### config.mk
export PLATFORM = sky130hd
export DESIGN_NAME = tff_mod_counter
export DESIGN_NICKNAME = d
export VERILOG_FILES = /design/src/rtl/tff_mod_counter.sv
export SDC_FILE = /design/constraint.sdc
export NUM_CORES = 1
export LEC_CHECK = 0
export ABC_AREA = 1
export CAP_MARGIN = 10
export CORE_AREA = 2 2 40 42
export CTS_CLUSTER_SIZE = 28
export DETAILED_ROUTE_END_ITERATION = 10
export DIE_AREA = 0 0 42 44
export PLACE_DENSITY = 0.79
export SLEW_MARGIN = 20
export SYNTH_ARGS = -nofsm -noshare
export SYNTH_HDL_FRONTEND = slang
export SYNTH_SLANG_ARGS = --single-unit
### constraint.sdc
create_clock -name clock -period 1.77 [get_ports clock]
set_input_delay 0.354 -clock clock [delete_from_list [all_inputs] [get_ports clock]]
set_output_delay 0.354 -clock clock [all_outputs]
set_load 0.01 [all_outputs]
### src/rtl/tff_mod_counter.sv
// Modulo-MODULUS up/down counter whose state is a bank of T flip-flops (Q <= Q ^ T).
// Latency: Q and Wrap update on the sampling edge; T and TC are combinational in the same cycle.
// No backpressure: count/load requests are accepted every cycle; cascade by feeding TC to the next En.
//
// Ports:
//   clock  - rising-edge clock
//   clear  - asynchronous active-low reset (Q = 0, Wrap = 0)
//   en     - count enable
//   up     - direction, 1 = increment, 0 = decrement
//   load   - synchronous load strobe, overrides en/up
//   d      - load value; values >= MODULUS load as 0
//   q      - registered count
//   qbar   - bitwise complement of q
//   t      - toggle vector applied at the next edge
//   tc     - terminal count, cascade enable for the next stage
//   wrap   - one-cycle registered pulse after a wrap edge
module tff_mod_counter #(
    parameter int WIDTH   = 4,
    parameter int MODULUS = 10
) (
    input  logic             clock,
    input  logic             clear,
    input  logic             en,
    input  logic             up,
    input  logic             load,
    input  logic [WIDTH-1:0] d,
    output logic [WIDTH-1:0] q,
    output logic [WIDTH-1:0] qbar,
    output logic [WIDTH-1:0] t,
    output logic             tc,
    output logic             wrap
);

    // One extra bit so MODULUS = 2^WIDTH is representable for the range checks.
    localparam logic [WIDTH:0]   MOD_EXT = (WIDTH+1)'(MODULUS);
    localparam logic [WIDTH-1:0] MAX_CNT = WIDTH'(MODULUS - 1);

    logic [WIDTH-1:0] next_cnt;
    logic             at_max;
    logic             at_zero;
    logic             illegal;
    logic             d_legal;

    assign at_max  = (q == MAX_CNT);
    assign at_zero = (q == '0);
    assign illegal = ({1'b0, q} >= MOD_EXT);
    assign d_legal = ({1'b0, d} < MOD_EXT);

    always_comb begin
        next_cnt = q;
        if (load) begin
            next_cnt = d_legal ? d : '0;
        end else if (en) begin
            // An out-of-range state recovers to 0 on its first counting step.
            if (illegal) begin
                next_cnt = '0;
            end else if (up) begin
                next_cnt = at_max ? '0 : q + WIDTH'(1);
            end else begin
                next_cnt = at_zero ? MAX_CNT : q - WIDTH'(1);
            end
        end
    end

    // Toggle only the bits that differ between current and next count.
    assign t    = q ^ next_cnt;
    assign tc   = en & ~load & (up ? at_max : at_zero);
    assign qbar = ~q;

    always_ff @(posedge clock or negedge clear) begin
        if (!clear) begin
            q    <= '0;
            wrap <= 1'b0;
        end else begin
            q    <= q ^ t;
            wrap <= tc;
        end
    end

endmodule

### Yosys cells after proc, flatten, opt, wreduce, memory -nomap -nowiden

Index checks and enable logic that the tools add are counted.
W data, S select, Z words.

| storage, ports and cells | value |
|---|---|
| flip-flop bits (word level) | 5 |
| bits of input ports | 9 |
| output and inout bits | 14 |
| logic and storage cells | 22 |

| cells by class | value |
|---|---|
| $add $sub $neg | 2 |
| order comparisons | 2 |
| equality and inequality tests | 1 |
| multiplexer cells | 8 |
| bitwise operators | 6 |
| reduce and logical (&&, ||, !) cells | 1 |

Operators by type and width:

| kind | count |
|---|---|
| $mux W4 | 7 |
| $xor A4 B4 Y4 | 2 |
| $add A4 B1 Y4 const B | 1 |
| $eq A4 B4 Y1 const B | 1 |
| $ge A4 B4 Y1 const B | 1 |
| $logic_not A4 Y1 | 1 |
| $lt A4 B4 Y1 const B | 1 |
| $not A4 Y4 | 1 |
| $sub A4 B1 Y4 const B | 1 |
| $and A1 B1 Y1 | 2 |
| $mux W1 | 1 |
| $not A1 Y1 | 1 |

### Logic depth before layout (Yosys ltp)

Gate-level depths: netlist (run 1).

| logic depth | value |
|---|---|
| word-level depth | 8 |
| mapped depth | 11 |
| gate-level depth less buffers | 10 |

### Least setup slack after synthesis (run 1)

No wires, ideal clock.

| path | value |
|---|---|
| kind | register to output |
| from | register q[1] |
| to | output port tc |
| data arrival time | 1272 ps |
| data required time | 1416 ps |
| path slack | 144 ps |
| cell stages (with the launch flop) | 7 |
| buffers on the path | 1 |
| path through | dfrtp_1 buf_6 inv_4 nand2_4 nor2_1 inv_1 a211oi_1 |

| between the ends | value |
|---|---|
| longest elaborated chain between the ends | 3 |
| elaborated cells on any way between the ends | 4 |
| classes of those cells | 1 x eq/ne; 1 x mux; 1 x bitwise; 1 x reduce/logical |

Ends and longest elaborated chain:

| item | line | RTL |
|---|---|---|
| from (decl) | 27 | `output logic [WIDTH-1:0] q,` |
| from (signal assigned) | 75 | `q <= q ^ t;` |
| $eq A4 B4 Y1 / $logic_not A4 Y1 (equally long branches) | 44, 45 |  |
| $mux W1 * | 67 | `assign tc = en & ~load & (up ? at_max : at_zero);` |
| $and A1 B1 Y1 * | 67 |  |
| to (decl) | 30 | `output logic tc,` |

Mark *: on every way between the ends. The rest lies on a longest branch, timed or not.

### Worst setup path after layout (run 1)

| path | value |
|---|---|
| from | register q[1] |
| to | output port t[3] |

| between the ends | value |
|---|---|
| longest elaborated chain between the ends | 7 |
| elaborated cells on any way between the ends | 12 |
| classes of those cells | 2 x add/sub; 1 x order compare; 1 x eq/ne; 6 x mux; 1 x bitwise; 1 x reduce/logical |

Ends and longest elaborated chain:

| item | line | RTL |
|---|---|---|
| $sub A4 B1 Y4 (tied with other cells) | 60 | `next_cnt = at_zero ? MAX_CNT : q - WIDTH'(1);` |
| $mux W4, on equally long branches | 60, 58 |  |
| $mux W4 | 57 | `end else if (up) begin` |
| $mux W4 * | 55 | `if (illegal) begin` |
| $mux W4 * | 53 | `end else if (en) begin` |
| $mux W4 * | 51 | `if (load) begin` |
| $xor A4 B4 Y4 * | 66 | `assign t = q ^ next_cnt;` |
| to (decl) | 29 | `output logic [WIDTH-1:0] t,` |

Marks and branches as above.

==> summary.md, run 1 <==
| Metric | Value |
|---|---|
| Status | `complete, but fails checks` |
| Failing checks | `setup timing` |
| Final hold violation count | `0` |
| Commonest cells in the netlist | `22 x nand2_1, 14 x nand3_1, 13 x inv_1` |
| Routability cong. | `0.9355` |
| Setup violators final | `5` |
| Slew Viols, Final | `0` |
| Synth Area in Compound Gates | `0.1096` |
| Root Driver | `clkbuf_4` |
| Detailed Route WL | `between 1500 and 2000 um` |
| Reg-to-reg endpoint | `q[3]` |
| I/O pin cnt | `23` |
| Synth cell types | `20` |
| Yosys top cell area share | `0.2331` |
| Seq/Total Area, Yosys | `0.2331` |
| CTS H-tree depth | `1` |
| Hold_buf cts | `0` |
| Layout cells sized above 1 | `0.4748` |
| Multiplexer share of the synthesized area | `0` |
| Post-Synth Adder-Cell Area | `0` |
| Hold Path Class | `in2async` |
| Startpoint Class | `flop` |
| WL per Instance | `between 10 and 15 um` |
| # clock sinks | `5` |
| XOR/XNOR Fraction of Synth Area | `0.01632` |
| Post-DP HPWL | `1252 um` |
| Synthesized area per cell | `6.241 um2` |
| Net count, final | `149` |
| Critical-path maximum fanout | `7` |
| Detailed-route DRC error count | `0` |
| Largest cells by area after synthesis | `dfrtp_1 23%, nand2_1 15%, nand3_1 13%, inv_1 9.1%, nand2_4 6.3%` |
| Routed Antenna Nets | `0` |
| Die area | `between 1500 and 2000 um2` |
| Synth Net Count | `95` |
| Initial antenna violation count | `0` |
| Worst Setup EP | `t[3]` |
| Fmax achieved | `a little over 500 MHz` |
| Final Hold Slack | `~0.32 ns` |
| Largest net degree at the start of global routing | `9` |
| Cell count after synthesis | `86` |
| Worst EP arrival | `roughly 1.6 ns` |
| Netlist Area Pre-Place | `about 540 um2` |
| R2R depth | `13` |
| Worst skew pair latency | `around 0.26 ns` |
| Port Buffer Count | `22` |
| CTS tree | `built` |
| Most common cell in the synthesized netlist | `nand2_1` |
| Via count | `roughly 800` |
| FF-to-FF Start | `q[1]` |
| Minimum clock period | `approximately 2 ns` |
| Vias in the first global route | `724` |
| Starting Density | `0.3783` |
| PnR worst setup slack | `-0.1864 ns` |
| Worst rel slew slack | `0.7707` |
| TritonRoute pass-1 iters | `4` |
| Peak supply drop | `0.3162 mV` |
| Unrepaired setup endpoints after global routing | `yes` |
| Slew @ Worst Pin | `0.3404 ns` |
| Die H | `between 40 and 50 um` |
| Yosys warns | `0` |
| Largest family of logic cells by synthesized area | `simple AND/OR/NAND/NOR gates` |
| CP Class | `reg2out` |
| PD cells | `655.7 nW/um2` |
| Worst Setup End Kind | `output pin` |
| Total of max-cap violations | `0` |
| DP Area | `862.1 um2` |
| Required time of the critical path | `around 1.4 ns` |
| Max clock buf depth | `2` |
| Via density per instance | `approximately 5.2` |
| Cell Rows | `14` |
| Post-synth EDFFs | `0` |
| Post-synth ARST share | `1.000` |
| Total grt overflow | `0` |
| Yosys reg bits | `5` |
| Tot Pwr | `slightly below 0.7 mW` |
| Total CTS buffers | `3` |
| CORE AREA | `around 1400 um2` |
| Setup WS pre-CTS | `-0.6693 ns` |
| Worst setup startpoint | `q[1]` |
| Worst-path clk slew | `approximately 0.050 ns` |
| Leakage | `approximately 0.57 nW` |
| Post-synth top flop | `dfrtp_1` |
| Flop2flop setup slack | `roughly 0.14 ns` |
| Gr usage total | `0.2310` |
| Skew final | `a little over 0.009 ns` |
| Fin area | `1032 um2` |
| ANT cells | `0` |
| Area leader, netlist | `dfrtp_1` |
| Post-route clock period utilization | `1.105` |
| First-pass GRT wire length | `around 3100 um` |
| Detailed router's first-iteration violation count | `29` |
| Layout area overhead | `92.31%` |
| Die width | `42 um` |
| Simple-gate share of the synthesized area | `0.4592` |
[layer usage]
metal / GRT usage / share of wire / up-vias
li1: - / - / 378
met1: 0.2594 / 0.39 / 370
met3: 0.04167 / 0.074 / 5
met4: 0.1161 / 0.020 / 0
met5: 0 / 0 / -
met2: 0.4188 / 0.52 / 50
[cells by family after synthesis]
| kind of cell | Yosys count |
|---|---|
| AO/OA/AOI/OAI | 10 |
| XOR/XNOR | 1 |
| buffers and inverters | 20 |
| flip-flops | 5 |
| AND/OR/NAND/NOR | 50 |
[cells in the final DEF, fill, tap and decap left out, types with 4 or more instances in the layout]
cell type        count
buf_2                5
buf_4               26
buf_6                4
clkdlybuf4s50_1     10
dfrtp_2              4
dlygate4sd2_1        7
inv_1               10
inv_4                4
nand2_1             21
nand2_4              5
nand3_1             11
nand3_2              4
o21ai_0              4
[state kept, by name (all words and copies together) (netlist names)]
register,count
wrap,1
q,4
[through the flow]
step             util  setup TNS, ns  cells
2_1_floorplan       -              0     86
3_3_place_gp   0.6076         -2.789    136
3_5_place_dp   0.6076         -2.996    136
4_1_cts        0.7178        -0.8087    154
5_1_grt        0.7275         -1.140    155
6_report       0.7275        -0.7667    155
[critical path: stages, from the launching register on]
cell     delay [ns]
dfrtp_2        0.47
inv_4          0.10
nand2_4        0.06
nand2_4        0.07
nand2_4        0.05
nor2_1         0.10
nand3_1        0.07
nand2_1        0.08
nand2_1        0.07
nand2_1        0.09
nand2_1        0.05
buf_2          0.13
[power by group]
group          internal [mW]  switching (mW)
Clock                 0.0857          0.0542
Sequential             0.128          0.0280
Combinational          0.202           0.180
Total                  0.415           0.262
[layout make-up]
| class | count | area (um2) |
|---|---|---|
| Timing Repair Buffer | 52 | 426.7 |
| Fill cell | 111 | 386.6 |
| Multi-Input combinational cell | 61 | 355.3 |
| Sequential cell | 5 | 130.1 |
| Inverter | 17 | 73.82 |
| Clock buffer | 4 | 26.28 |
| Tap cell | 16 | 20.02 |
[timing repair]
action	4_1_cts	5_1_grt
pin swaps	10	9
endpoints found under the setup margin	10	7
buffers inserted	14	3
gates resized for setup	44	8
gates cloned	0	0
[how the worst min path moves through the flow]
stage,from,endpoint,cells after the start
finish,clear,wrap,1
floorplan,clear,q[0],0
global placement,clear,wrap,1
global route,clear,wrap,1
CTS,clear,wrap,1
detailed placement,clear,q[3],1
(Power assumes the default switching activity.)
==> run 2, diff against run 1 <==
- DONT_BUFFER_PORTS: not set -> 1
- PLACE_DENSITY: 0.79 -> 0.58
- SLEW_MARGIN: 20 -> not set
- TNS_END_PERCENT: not set -> 20
==> run 2 against run 1 <==
- the run still ends with setup timing left
- register-to-register slack better by 0.33 ns
- critical path depth down 1
- utilization down 25 points
- final cell count down 27%
- non-clock buffer count down 42
- first-iteration DRC count down 90%
- power down 25%
- final area down 34%
- count of clock-buffer cells in the layout unchanged
- sequential share of layout area up 6.4 points
- setup slack better by 0.12 ns
- largest cell class is now multi-input gates
==> summary.md, run 2 (same netlist as run 1, synthesis figures left out) <==
| Metric | Value |
|---|---|
| Net count, final | `107 (was 149)` |
| Root Driver | `clkbuf_4 (unchanged)` |
| Via count | `593 (was 803)` |
| DP Area | `566.8 um2 (was 862.1 um2)` |
| PnR worst setup slack | `-0.06387 ns (was -0.1864 ns)` |
| Critical-path maximum fanout | `6 (was 7)` |
| Grt met1 use | `0.1603 (was 0.2594)` |
| Largest register by flop count | `q (unchanged)` |
| Commonest non-fill, non-tap cell in the layout | `nand2_1 (was buf_4)` |
| PD cells | `747.4 nW/um2 (was 655.7 nW/um2)` |
| TritonRoute pass-1 iters | `4 (unchanged)` |
| Die area | `1848 um2 (unchanged)` |
| Routed Antenna Nets | `0 (unchanged)` |
| Required time of the critical path | `1.42 ns (about the same)` |
| Worst EP arrival | `1.48 ns (was 1.60 ns)` |
| Status | `complete, but fails checks (unchanged)` |
| # fillers | `141 (was 111)` |
| Hold Path Class | `in2reg (was in2async)` |
| ANT cells | `0 (unchanged)` |
| CORE AREA | `1419 um2 (unchanged)` |
| Minimum clock period | `1.834 ns (was 1.956 ns)` |
| Detailed-route DRC error count | `0 (unchanged)` |
| Worst hold start | `load` |
| Worst-path clk slew | `0.04 ns (was 0.05 ns)` |
| Reg area | `130.1 um2 (unchanged)` |
| Post-DP HPWL | `1071 um (was 1252 um)` |
| Unrepaired setup endpoints after global routing | `yes (unchanged)` |
| Max clock buf depth | `2 (unchanged)` |
| Routability cong. | `0.7656 (was 0.9355)` |
| Worst Setup EP | `t[2] (was t[3])` |
| Vias in the first global route | `521 (was 724)` |
| M2 GR Usage | `0.2844 (was 0.4188)` |
| Max reg flops | `4 (unchanged)` |
| Initial antenna violation count | `0 (unchanged)` |
| Detailed router's first-iteration violation count | `3 (was 29)` |
| I/O pin cnt | `23 (unchanged)` |
| Worst rel slew slack | `0.7740 (was 0.7707)` |
| Fmax achieved | `545.3 MHz (was 511.2 MHz)` |
| R2R depth | `10 (was 13)` |
| CTS tree | `built (unchanged)` |
| # clock sinks | `5 (unchanged)` |
| Slew @ Worst Pin | `0.3354 ns (was 0.3404 ns)` |
| Starting Density | `0.3783 (unchanged)` |
| Leakage | `0.3702 nW (was 0.5658 nW)` |
| Worst setup startpoint | `q[1] (unchanged)` |
| Largest net degree at the start of global routing | `10 (was 9)` |
| Worst skew pair latency | `0.25 ns (was 0.26 ns)` |
| Die H | `44 um (unchanged)` |
| First-pass GRT wire length | `2152 um (was 3139 um)` |
| Most frequent cells in the layout | `19 x nand2_1, 12 x nand3_1, 12 x inv_1, 8 x buf_4, 6 x nand2_2 (was 26 x buf_4, 21 x nand2_1, 11 x nand3_1, 10 x inv_1, 10 x clkdlybuf4s50_1)` |
| Gr usage total | `0.1557 (was 0.2310)` |
| GRT busiest layer | `met2 (unchanged)` |
| Worst Setup End Kind | `output pin (unchanged)` |
| Peak supply drop | `0.4295 mV (was 0.3162 mV)` |
| Layout area overhead | `27.27% (was 92.31%)` |
| Post-route clock period utilization | `1.036 (was 1.105)` |
| Flop2flop setup slack | `0.47 ns (was 0.14 ns)` |
| WL per Instance | `12.20 um (was 12.61 um)` |
| Fin area | `683.2 um2 (was 1032 um2)` |
| Failing checks | `setup timing (unchanged)` |
| Startpoint Class | `flop (unchanged)` |
| Die width | `42 um (unchanged)` |
| Hold path depth | `2` |
| Port Buffer Count | `0 (was 22)` |
| Layout cells sized above 1 | `0.4021 (was 0.4748)` |
| Via density per instance | `5.248 (was 5.181)` |
| Skew final | `0.007594 ns (was 0.009142 ns)` |
| CTS H-tree depth | `1 (unchanged)` |
| CP Class | `reg2out (unchanged)` |
| Total grt overflow | `0 (unchanged)` |
| Final hold violation count | `0 (unchanged)` |
| Reg-to-reg endpoint | `q[2] (was q[3])` |
| Cell Rows | `14 (unchanged)` |
| Setup violators final | `4 (was 5)` |
| Total CTS buffers | `3 (unchanged)` |
| Multi-input logic area | `354.1 um2 (was 355.3 um2)` |
| Total of max-cap violations | `0 (unchanged)` |
| Detailed Route WL | `1379 um (was 1955 um)` |
| Final Hold Slack | `0.3090 ns (was 0.3221 ns)` |
| FF-to-FF Start | `q[1] (unchanged)` |
| Final core occ | `0.4815 (was 0.7275)` |
| Met3 GRT Util | `0.05000 (was 0.04167)` |
| Largest regs | `q x4, wrap x1 (unchanged)` |
| Slew Viols, Final | `0 (unchanged)` |
## run 2: critical path: stages, from the launching register on
cell	delay (ns)
dfrtp_2	0.43
clkinv_4	0.12
nand2_4	0.09
nand2_4	0.05
nand2_4	0.06
clkinv_2	0.06
nand3_2	0.09
nand3_2	0.08
nand2_1	0.08
nand2_1	0.07
nand2_2	0.10
## run 2: cell type report
cell class | count | share of cell area
clock buffer | 4 | 0.03846
multi-input combinational | 61 | 0.5183
timing repair buffer | 10 | 0.1099
sequential | 5 | 0.1905
tap | 16 | 0.02930
inverter | 17 | 0.1136
## run 2: where the power goes
group / switching (mW) / total, mW / internal, mW / leakage, nW
clock network: 0.0492 / 0.135 / 0.0854 / 0.0150
logic: 0.136 / 0.221 / 0.0849 / 0.298
registers: 0.0269 / 0.155 / 0.128 / 0.0575
total: 0.213 / 0.511 / 0.298 / 0.370
## run 2: worst min-delay path by stage
stage	endpoint	slack (ns)
detailed placement	q[1]	0.06
CTS	wrap	0.31
global route	wrap	0.29
floorplan	q[0]	0.06
global placement	q[1]	0.06
finish	wrap	0.31
## run 2: metal layers
metal  vias to the layer above  share of wire
li1                        294              -
met1                       272           0.41
met2                        25           0.51
met3                         2          0.075
met4                         0         0.0080
met5                         -              0
## run 2: through the flow
stage	power (mW)	setup WS (ns)	setup TNS, ns	std cells
2_1_floorplan	0.3049	0.1438	0	86
3_3_place_gp	0.3356	0.09411	0	104
3_5_place_dp	0.3365	0.1137	0	104
4_1_cts	0.4984	-0.05122	-0.1937	111
5_1_grt	0.5519	-0.1618	-0.6184	113
6_report	0.5106	-0.06387	-0.1484	113
## run 2: repair_timing
| action | in CTS | in global routing |
|---|---|---|
| endpoints found under the setup margin | 5 | 5 |
| hold buffers | 1 | 0 |
| setup buffers | 2 | 2 |
| gates resized for setup | 13 | 6 |
| hold endpoints to repair | 5 | 0 |
| pin swaps | 1 | 6 |
==> run 3, diff against run 2 <==
- CORE_AREA: 2 2 40 42 -> 3 3 41 43
- DIE_AREA: 0 0 42 44 -> 0 0 44 46
==> run 3 against run 2 <==
- combinational power up 6%
- utilization rose by 5.5 points
- largest cell class unchanged
- highest routed layer unchanged
- first-iteration DRC count grew to 3.3 times the previous value
- maximum frequency is 0.91% lower
- sequential share of layout area fell by 0.87 points
- the flow still finishes with violations (setup timing)
==> summary.md, run 3 (same netlist as run 1, synthesis figures left out) <==
| Metric | Value |
|---|---|
| Max reg flops | `4 (unchanged)` |
| CORE AREA | `1334 um2 (was 1419 um2)` |
| Worst Setup End Kind | `output pin (unchanged)` |
| Critical-path maximum fanout | `7 (was 6)` |
| Total of max-cap violations | `0 (unchanged)` |
| PD cells | `738.6 nW/um2 (was 747.4 nW/um2)` |
| Gr usage total | `0.1701 (was 0.1557)` |
| DP Area | `573.1 um2 (was 566.8 um2)` |
| Worst rel slew slack | `0.7472 (was 0.7740)` |
| WL per Instance | `13.41 um (was 12.20 um)` |
| Port Buffer Count | `0 (unchanged)` |
| Die H | `46 um (was 44 um)` |
| Leakage | `0.3714 nW (was 0.3702 nW)` |
| Startpoint Class | `flop (unchanged)` |
| Die area | `2024 um2 (was 1848 um2)` |
| Largest register by flop count | `q (unchanged)` |
| Detailed-route DRC error count | `0 (unchanged)` |
| Root Driver | `clkbuf_4 (unchanged)` |
| Worst EP arrival | `1.50 ns (was 1.48 ns)` |
| CP Class | `reg2out (unchanged)` |
| Setup violators final | `5 (was 4)` |
| Routed Antenna Nets | `0 (unchanged)` |
| Worst-path clk slew | `0.05 ns (was 0.04 ns)` |
| PnR worst setup slack | `-0.08075 ns (was -0.06387 ns)` |
| # clock sinks | `5 (unchanged)` |
| Hold Path Class | `in2reg (unchanged)` |
| Initial antenna violation count | `0 (unchanged)` |
| Unrepaired setup endpoints after global routing | `yes (unchanged)` |
| Via density per instance | `5.333 (was 5.248)` |
| Total Neg Setup Slack | `-0.3443 ns (was -0.1484 ns)` |
| Fmax achieved | `540.3 MHz (was 545.3 MHz)` |
| CTS H-tree depth | `1 (unchanged)` |
| First-pass GRT wire length | `2442 um (was 2152 um)` |
| Max clock buf depth | `2 (unchanged)` |
| Status | `complete, but fails checks (unchanged)` |
| Post-route clock period utilization | `1.046 (was 1.036)` |
| Skew final | `0.001947 ns (was 0.007594 ns)` |
| I/O pin cnt | `23 (unchanged)` |
| Required time of the critical path | `1.42 ns (about the same)` |
| Final Hold Slack | `0.3006 ns (was 0.3090 ns)` |
| Cell Rows | `13 (was 14)` |
| Most frequent cells in the layout | `15 x nand2_1, 12 x inv_1, 10 x nand2_2, 9 x nand3_1, 8 x buf_4 (was 19 x nand2_1, 12 x nand3_1, 12 x inv_1, 8 x buf_4, 6 x nand2_2)` |
| Failing checks | `setup timing (unchanged)` |
| Layout cells sized above 1 | `0.4896 (was 0.4021)` |
| Setup WS pre-CTS | `0.08715 ns (was 0.1137 ns)` |
| # fillers | `137 (was 141)` |
| Largest regs | `q x4, wrap x1 (unchanged)` |
| Total grt overflow | `0 (unchanged)` |
| Starting Density | `0.4024 (was 0.3783)` |
| ANT cells | `0 (unchanged)` |
| Minimum clock period | `1.851 ns (was 1.834 ns)` |
| Die width | `44 um (was 42 um)` |
| Routability cong. | `0.8180 (was 0.7656)` |
| Commonest non-fill, non-tap cell in the layout | `nand2_1 (unchanged)` |
| Post-DP HPWL | `1068 um (was 1071 um)` |
| Fin area | `715.7 um2 (was 683.2 um2)` |
| Worst skew pair latency | `0.24 ns (was 0.25 ns)` |
| Detailed router's first-iteration violation count | `10 (was 3)` |
| Total CTS buffers | `3 (unchanged)` |
| TritonRoute pass-1 iters | `4 (unchanged)` |
| Final core occ | `0.5366 (was 0.4815)` |
| Slew Viols, Final | `0 (unchanged)` |
| Largest net degree at the start of global routing | `10 (unchanged)` |
| Final hold violation count | `0 (unchanged)` |
| Net count, final | `106 (was 107)` |
| Slew @ Worst Pin | `0.3753 ns (was 0.3354 ns)` |
| Layout area overhead | `33.33% (was 27.27%)` |
| Vias in the first global route | `593 (was 521)` |
| Via count | `592 (was 593)` |
| Detailed Route WL | `1489 um (was 1379 um)` |
| Peak supply drop | `0.4902 mV (was 0.4295 mV)` |
| CTS tree | `built (unchanged)` |
## run 3: cell count changes in the layout (fill, tap and decap cells not counted), moves of 2 or more
cell / delta
nor2_4: +2
nand3_1: -3
nor2_1: -2
inv_4: +2
nand3_2: +3
nand2_2: +4
nand2_1: -4
## run 3: cell type report
cell class / count / area [um2] / area share
clock buffer: 4 / 26.28 / 0.03671
inverter: 17 / 76.32 / 0.1066
sequential: 5 / 130.1 / 0.1818
timing repair buffer: 9 / 70.07 / 0.09790
multi-input combinational: 61 / 394.1 / 0.5507
tap: 15 / 18.77 / 0.02622
## run 3: metal layers
layer	global-route usage	vias up	share of wire
li1	-	290	-
met2	0.2733	22	0.49
met3	0.09881	4	0.075
met4	0.09036	0	0.019
met1	0.1741	276	0.41
met5	0	-	0
## run 3: per-stage QoR
step | total power [mW] | std cells
after global routing | 0.5767 | 111
after floorplan | 0.3049 | 86
final | 0.5286 | 111
after global placement | 0.3392 | 104
after CTS | 0.5108 | 110
after detailed placement | 0.3392 | 104
## run 3: power breakdown
part | internal, mW | leakage [nW] | switching [mW]
combinational | 0.0887 | 0.299 | 0.146
clock | 0.0855 | 0.0150 | 0.0511
sequential | 0.128 | 0.0575 | 0.0301
## run 3: repair_timing
| item | in CTS | in global routing |
|---|---|---|
| pin swaps | 6 | 6 |
| setup buffers | 1 | 1 |
| endpoints found under the hold margin | 5 | 0 |
| hold buffers | 1 | 0 |
| gates resized for setup | 16 | 13 |
| endpoints found under the setup margin | 5 | 5 |
## run 3: path summary, 6_finish.rpt
kind	startpoint	depth (start not counted)	endpoint	slack, ns
max	q[2]	10	t[3]	-0.08
min	load	2	wrap	0.30
max reg2reg	q[2]	10	q[3]	0.43
min reg2reg	q[2]	4	wrap	0.88
max in group asynchronous	clear	1	q[2]	1.15
min in group asynchronous	clear	1	wrap	0.40
## run 3: worst max-delay path, stage by stage (launching register included)
cell and delay (ns):
dfrtp_2 0.47, inv_4 0.12, nand2_4 0.07, nand2_4 0.07
nand2_4 0.07, nor2_4 0.10, nand3_2 0.08, nand2_2 0.07
nand2_2 0.05, nand2_1 0.08, nand2_2 0.07
